==> config.mk <==
export PLATFORM = sky130hd
export DESIGN_NAME = mem_dma_copy
export DESIGN_NICKNAME = d
export VERILOG_FILES = /design/src/rtl/mem_dma_copy.sv
export SDC_FILE = /design/constraint.sdc
export NUM_CORES = 1
export LEC_CHECK = 0
export BUFFER_PORTS_ARGS = -buffer_cell sky130_fd_sc_hd__buf_4
export CELL_PAD_IN_SITES_DETAIL_PLACEMENT = 1
export CELL_PAD_IN_SITES_GLOBAL_PLACEMENT = 1
export CORE_MARGIN = 8
export CORE_UTILIZATION = 37
export DETAILED_ROUTE_END_ITERATION = 12
export GPL_TIMING_DRIVEN = 0
export PLACE_DENSITY_LB_ADDON = 0.1
export SYNTH_ARGS = -nofsm -noshare
export SYNTH_HDL_FRONTEND = slang
export SYNTH_SLANG_ARGS = --single-unit
==> constraint.sdc <==
create_clock -name clk -period 1.6 [get_ports clk]
set_clock_uncertainty 0.15 [all_clocks]
set_input_delay 0.32 -clock clk [delete_from_list [all_inputs] [get_ports clk]]
set_output_delay 0.32 -clock clk [all_outputs]
set_load 0.01 [all_outputs]
==> src/rtl/mem_dma_copy.sv <==
// Byte-serial memory-to-memory copy engine with read/write strobes.
// Optional constant-fill mode is enabled by defining DMA_FILL_EN.
module mem_dma_copy #(
   parameter int ADDR_W = 16
) (
   input  logic              clk,
   input  logic              rst,
   input  logic              start,
   input  logic [ADDR_W-1:0] src,
   input  logic [ADDR_W-1:0] dst,
   input  logic [ADDR_W-1:0] len,
`ifdef DMA_FILL_EN
   input  logic              fill,
   input  logic [7:0]        fill_val,
`endif
   output logic              busy,
   output logic              done,
   output logic [ADDR_W-1:0] mem_addr,
   output logic [7:0]        mem_wdata,
   input  logic [7:0]        mem_rdata,
   output logic              mem_rd,
   output logic              mem_wr
);

   typedef enum logic [1:0] {
      IDLE,
      READ,
      WRITE,
      FIN
   } state_t;

   state_t            state;
   state_t            state_n;
   logic [ADDR_W-1:0] src_ptr;
   logic [ADDR_W-1:0] dst_ptr;
   logic [ADDR_W-1:0] count;
   logic [7:0]        data_buf;
   logic [ADDR_W-1:0] addr_q;
   logic [7:0]        wdata_q;
   logic              start_fill;
   logic              fill_mode;
   logic [7:0]        fill_byte;
   logic [7:0]        wr_byte;
   logic              accept;

`ifdef DMA_FILL_EN
   logic       fill_q;
   logic [7:0] fill_val_q;

   // Latch fill mode and fill byte together with the transfer parameters
   always_ff @(posedge clk) begin
      if (rst) begin
         fill_q     <= 1'b0;
         fill_val_q <= 8'h00;
      end else if (accept) begin
         fill_q     <= fill;
         fill_val_q <= fill_val;
      end
   end

   assign start_fill = fill;
   assign fill_mode  = fill_q;
   assign fill_byte  = fill_val_q;
`else
   assign start_fill = 1'b0;
   assign fill_mode  = 1'b0;
   assign fill_byte  = 8'h00;
`endif

   assign accept  = (state == IDLE) && start;
   assign wr_byte = fill_mode ? fill_byte : data_buf;

   // Next state and bus outputs; address/data hold last value when idle
   always_comb begin
      state_n   = state;
      busy      = 1'b0;
      done      = 1'b0;
      mem_rd    = 1'b0;
      mem_wr    = 1'b0;
      mem_addr  = addr_q;
      mem_wdata = wdata_q;
      unique case (state)
         IDLE: begin
            if (start) begin
               if (len == '0)
                  state_n = FIN;
               else if (start_fill)
                  state_n = WRITE;
               else
                  state_n = READ;
            end
         end
         READ: begin
            busy     = 1'b1;
            mem_rd   = 1'b1;
            mem_addr = src_ptr;
            state_n  = WRITE;
         end
         WRITE: begin
            busy      = 1'b1;
            mem_wr    = 1'b1;
            mem_addr  = dst_ptr;
            mem_wdata = wr_byte;
            if (count == ADDR_W'(1))
               state_n = FIN;
            else if (fill_mode)
               state_n = WRITE;
            else
               state_n = READ;
         end
         FIN: begin
            done    = 1'b1;
            state_n = IDLE;
         end
         default: state_n = IDLE;
      endcase
   end

   // State, pointers, count, read buffer and held bus values
   always_ff @(posedge clk) begin
      if (rst) begin
         state    <= IDLE;
         src_ptr  <= '0;
         dst_ptr  <= '0;
         count    <= '0;
         data_buf <= 8'h00;
         addr_q   <= '0;
         wdata_q  <= 8'h00;
      end else begin
         state   <= state_n;
         addr_q  <= mem_addr;
         wdata_q <= mem_wdata;
         if (accept) begin
            src_ptr <= src;
            dst_ptr <= dst;
            count   <= len;
         end
         if (state == READ)
            data_buf <= mem_rdata;
         if (state == WRITE) begin
            src_ptr <= src_ptr + ADDR_W'(1);
            dst_ptr <= dst_ptr + ADDR_W'(1);
            count   <= count - ADDR_W'(1);
         end
      end
   end

endmodule

Word-level counts from Yosys, hierarchy flattened
Cells that the tools add are included.
Widths: inputs -> output; s select.
{ "totals": {"register_bits": 82, "output_inout_bits": 28, "elab_cells": 36, "in_bits": 59} }
{ "op_classes": {"n_eq_ne": 5, "muxes": 16, "n_addsub": 3, "reduce_logical": 5} }
{ "ops": {"columns": ["op", "count"], "rows": [
  ["$mux 16", 6],
  ["$add 16x1->16 const B", 2],
  ["$pmux 16 s2", 1],
  ["$eq 16x1->1 const B", 1],
  ["$logic_not 16->1", 1],
  ["$sub 16x1->16 const B", 1],
  ["$mux 8", 1],
  ["$pmux 2 s4", 1],
  ["$mux 2", 3],
  ["$eq 2x2->1 const B", 2],
  ["$mux 1", 4],
  ["$eq 2x1->1 const B", 1],
  ["$logic_not 2->1", 1],
  ["$ne 2x2->1 const B", 1],
  ["$reduce_bool 2->1", 1],
  ["$reduce_or 2->1", 1],
  ["$logic_and 1x1->1", 1]
]} }

Longest topological paths before layout
{ "logic_depth": {"ltp_word": 4, "ltp_mapped": 9, "ltp_nobuf": 6} }

Worst setup path before layout
OpenSTA, ideal clock, no wires.
{ "synth_timing": {"path_kind": "reg2out", "startpoint": "register state[0]", "endpoint": "output port mem_addr[14]", "path_buffers": 3, "t_arrival_ps": 1532, "required_time_ps": 1130, "path_stages_with_launch": 8, "slack_ps": -402, "cell_sequence": "dfxtp_1 -> inv_1 -> ha_1 -> buf_2 -> buf_2 -> buf_2 -> nand2_1 -> a31oi_1"} }
{ "synth_via": {"elab_chain_len": 2, "word_cells_on_any_way": 3, "classes_between": "eq/ne: 2; mux: 1"} }
{ "synth_lines": {"columns": ["element", "line_no", "text"], "rows": [
  ["from (decl)", "32", "state_t state;"],
  ["from (signal assigned)", "130", "state <= state_n;"],
  ["$eq 2x2->1 / $eq 2x1->1 (equally long branches)", "82", "unique case (state)"],
  ["$pmux 16 s2 *", "82", null],
  ["to (decl)", "18", "output logic [ADDR_W-1:0] mem_addr,"]
]} }
Every way passes the cells marked *; elsewhere a longest branch is shown, timed or not.

Worst setup path after layout
{ "layout_timing": {"startpoint": "register state[0]", "endpoint": "output port mem_addr[2]"} }
Same word-level chain as after synthesis.

==> flow_metrics.env <==
export IMPL_cellPowerDensity_nw_per_um2=1304
export IMPL_dieWidth_um=123.5
export IMPL_placementRows=39
export IMPL_number_of_synthesized_register_bits=82
export IMPL_intPower_mw=6.136
export IMPL_cts_buffers_inserted=9
export IMPL_synthDominantCellAreaShare=0.3839
export IMPL_synth_edf_count=0
export IMPL_floorplan_initialDensity=0.3761
export IMPL_worst_r2r_setup_slack_ns=-0.61
export IMPL_max_freq_mhz=444.9
export IMPL_synth_distinct_cells=56
export IMPL_route_antenna_remaining_nets=0
export IMPL_arrival_ns=1.78
export IMPL_wl_per_cell_um=31.36
export IMPL_crit_type="reg2out"
export IMPL_timing_slew_headroom=0.2601
export IMPL_endpoint_kind="primary output"
export IMPL_mappedNetlistNets=577
export IMPL_synth_commonest_cells="dfxtp_1 (82), nor2_1 (53), nand2_1 (36), a21oi_1 (26), nor2b_1 (26)"
export IMPL_sequential_share_of_the_synthesized_area=0.3839
export IMPL_unrepaired_setup_endpoints_after_global_routing="true"
export IMPL_die_area_sq_um=15250
export IMPL_crit_reg2reg_capture="src_ptr[7]"
export IMPL_synth_area_leader_cell="dfxtp_1"
export IMPL_dpl_cell_count=738
export IMPL_hold_start="mem_rdata[1]"
export IMPL_total_leakage_power_nw=2.909
export IMPL_diodes=0
export IMPL_core_region_area_sq_um=11370
export IMPL_postSynthCellCount=509
export IMPL_number_of_antenna_violations_at_the_first_check_in_global_routing=0
export IMPL_synth_area_leaders="dfxtp_1 (38%), nor2_1 (4.7%), nor2b_1 (3.8%)"
export IMPL_fin_ws_ns=-0.6479
export IMPL_place_area_sq_um=5440
export IMPL_power_ir_vdd_worst_mv=1.153
export IMPL_worst_hold_path_endpoint="data_buf[1]"
export IMPL_place_detailed_hpwl_um=12300
export IMPL_clock_insertion_delay_worst_skew_ns=0.36
export IMPL_worst_path_max_delay_cell="dfxtp_4"
export IMPL_reg2reg_depth=9
export IMPL_setup_violations=97
export IMPL_max_cap_viols=0
export IMPL_drc=0
export IMPL_cts_sink_count=82
export IMPL_worstPathCellList="inv_6, ha_4, buf_8, buf_12, clkbuf_16, a22oi_2, a21oi_2, buf_4"
export IMPL_layout_drive_gt1_share=0.5593
export IMPL_finalWorstPathRequiredPeriod_ns=2.248
export IMPL_kind_of_path_behind_the_tightest_hold_check="in2reg"
export IMPL_cp_required_ns=1.13
export IMPL_area_growth_synth_to_final_pct=79.37
export IMPL_postCtsHoldBufs=0
export IMPL_power_frac_clock=0.235
export IMPL_synth_warning_count=0
export IMPL_finalNonFillerCells=826
export IMPL_tritoncts="built"
export IMPL_seqPwrFrac=0.286
export IMPL_dp_worst_setup_slack_ns=-0.6840
export IMPL_die_height_um=123.5
export IMPL_cpPeakStageDelay_ns=0.39
export IMPL_grt_max_degree=15
export IMPL_portBuffers=86
export IMPL_groute_usage_overall=0.2534
export IMPL_p_switching_mw=3.869
export IMPL_finalInstanceArea_sq_um=7671
export IMPL_timing_max_transition_violations_final=0
export IMPL_grt_remaining_overflow=0
export IMPL_hold_viol_final=0
export IMPL_yosys_most_used_dff="dfxtp_1"
export IMPL_synth_async_sr_flop_share=0
export IMPL_critical_path_top_delay_family="buffers and inverters"
export IMPL_gp_routability_congestion=0.8573
export IMPL_ctsHtreeMaxLevel=3
export IMPL_routed_wl_um=25910
export IMPL_drt_iter0_markers=444
export IMPL_worst_slew_pin_transition_ns=1.110
export IMPL_switching_fraction=0.3867
export IMPL_run_status="finished, violations left"
export IMPL_beginning_of_the_worst_register_to_register_path="state[0]"
export IMPL_drtPass1Iterations=5
export IMPL_clkTransAtPathRegs_ns=0.07
export IMPL_number_of_global_route_vias_before_repair=5172
export IMPL_post_synth_cell_area_avg_sq_um=8.402
export IMPL_design_final_nets=746
export IMPL_vias_per_cell=6.622
export IMPL_buf_inv_stages_crit_path=5
export IMPL_grt_pass1_wl_um=29250
export IMPL_min_path_cells=3
export IMPL_clockRootBuffer="clkbuf_16"
export IMPL_ctsLongestPathBuffers=2
export IMPL_worstSetupStartpointType="register"
export IMPL_most_common_cell_in_the_netlist="dfxtp_1"
export IMPL_syn_area_sq_um=4277
export IMPL_top_level_port_count=87
export IMPL_crit_fanout=5
export IMPL_failed_checks="negative setup slack"
export IMPL_comb_power_share=0.479
export IMPL_timing_final_crit_share=1.405
export IMPL_route_vias_total=5470
[worst max-delay path by stage]
stage,from,endpoint,slack (ns),cells after the start
after floorplan,state[0],src_ptr[12],-0.09,7
after global placement,rst,dst_ptr[2],-0.65,5
after detailed placement,rst,src_ptr[2],-0.68,5
after CTS,state[0],mem_addr[1],-0.60,8
after global routing,state[0],mem_addr[2],-0.70,8
final,state[0],mem_addr[2],-0.65,8
[tightest hold or removal path: stages]
cell	delay [ns]
buf_4	0.08
mux2i_1	0.05
nor2_1	0.08
[power by group through the flow]
stage	registers [mW]	clock network, mW	logic, mW
after floorplan	2.64	0	1.85
after CTS	2.72	2.30	3.69
after global placement	2.72	0	2.74
after global routing	2.89	2.41	4.95
after detailed placement	2.73	0	2.82
final	2.86	2.35	4.79
[area by class of cell]
cell class              instances  area, sq um
clock buffers                   9        225.2
fillers                      1186         3699
flip-flops and latches         82         1670
well taps                     143        178.9
inverters                       9        56.30
multi-input cells             382         3406
plain buffers                  34        452.9
repair buffers                160         1588
clock inverters                 7        93.84
[placed cells by master, fill, tap and decap left out, types with 7 or more instances in the layout]
cell type and instances:
a311oi_2 7, nor3_2 7, clkbuf_16 15, buf_8 8, nand2_2 9, buf_12 17
nand2_1 23, a21oi_2 19, a22oi_2 15, buf_4 108, dfxtp_1 69, nor3_1 7
a211oi_2 8, buf_6 39, mux2_4 10, o211ai_1 7, a31oi_1 16, nand3_1 14
dfxtp_2 8, nor2b_1 24, nor2_1 49, mux2i_1 11, nand4_1 13
[layer usage]
| layer | GRT usage | vias up | wire, um |
|---|---|---|---|
| met3 | 0.04612 | 154 | 2369 |
| met2 | 0.4235 | 384 | 12370 |
| met1 | 0.3005 | 2681 | 9271 |
| met5 | 0 | - | 0 |
| li1 | - | 2251 | - |
| met4 | 0.1445 | 0 | 1897 |
[flip-flops by register name, summed over array words and instances (netlist names)]
name / cells
addr_q: 16
count: 16
dst_ptr: 16
src_ptr: 16
data_buf: 8
wdata_q: 8
state: 2
[cell families (layout without fill, tap and decap cells)]
group           Yosys count  count (layout)  share of synthesized area
compound gates          130             130                     0.2101
xor+xnor                  4               4                   0.008193
fa+ha+maj                 9               9                    0.02633
buf+inv                  45             219                    0.04535
flops                    82              82                     0.3838
mux                      22              22                    0.05471
simple gates            217             217                     0.2715
[per-stage QoR]
step / util / hold WS [ns] / setup TNS [ns] / total power [mW]
floorplan: - / 0.3044 / -1.913 / 4.489
finish: 0.6747 / 0.05937 / -36.25 / 10.00
global placement: 0.4785 / 0.3176 / -30.01 / 5.458
detailed placement: 0.4785 / 0.3305 / -32.77 / 5.552
global route: 0.6747 / 0.07501 / -40.17 / 10.24
CTS: 0.5955 / 0.05421 / -26.08 / 8.715
[repair_timing]
item / CTS / global route
setup endpoints to repair: 104 / 105
gates resized for setup: 161 / 132
setup buffers: 23 / 46
gates cloned: 7 / 5
pin swaps: 21 / 59
Note: power is estimated with default switching activity, not from simulation.
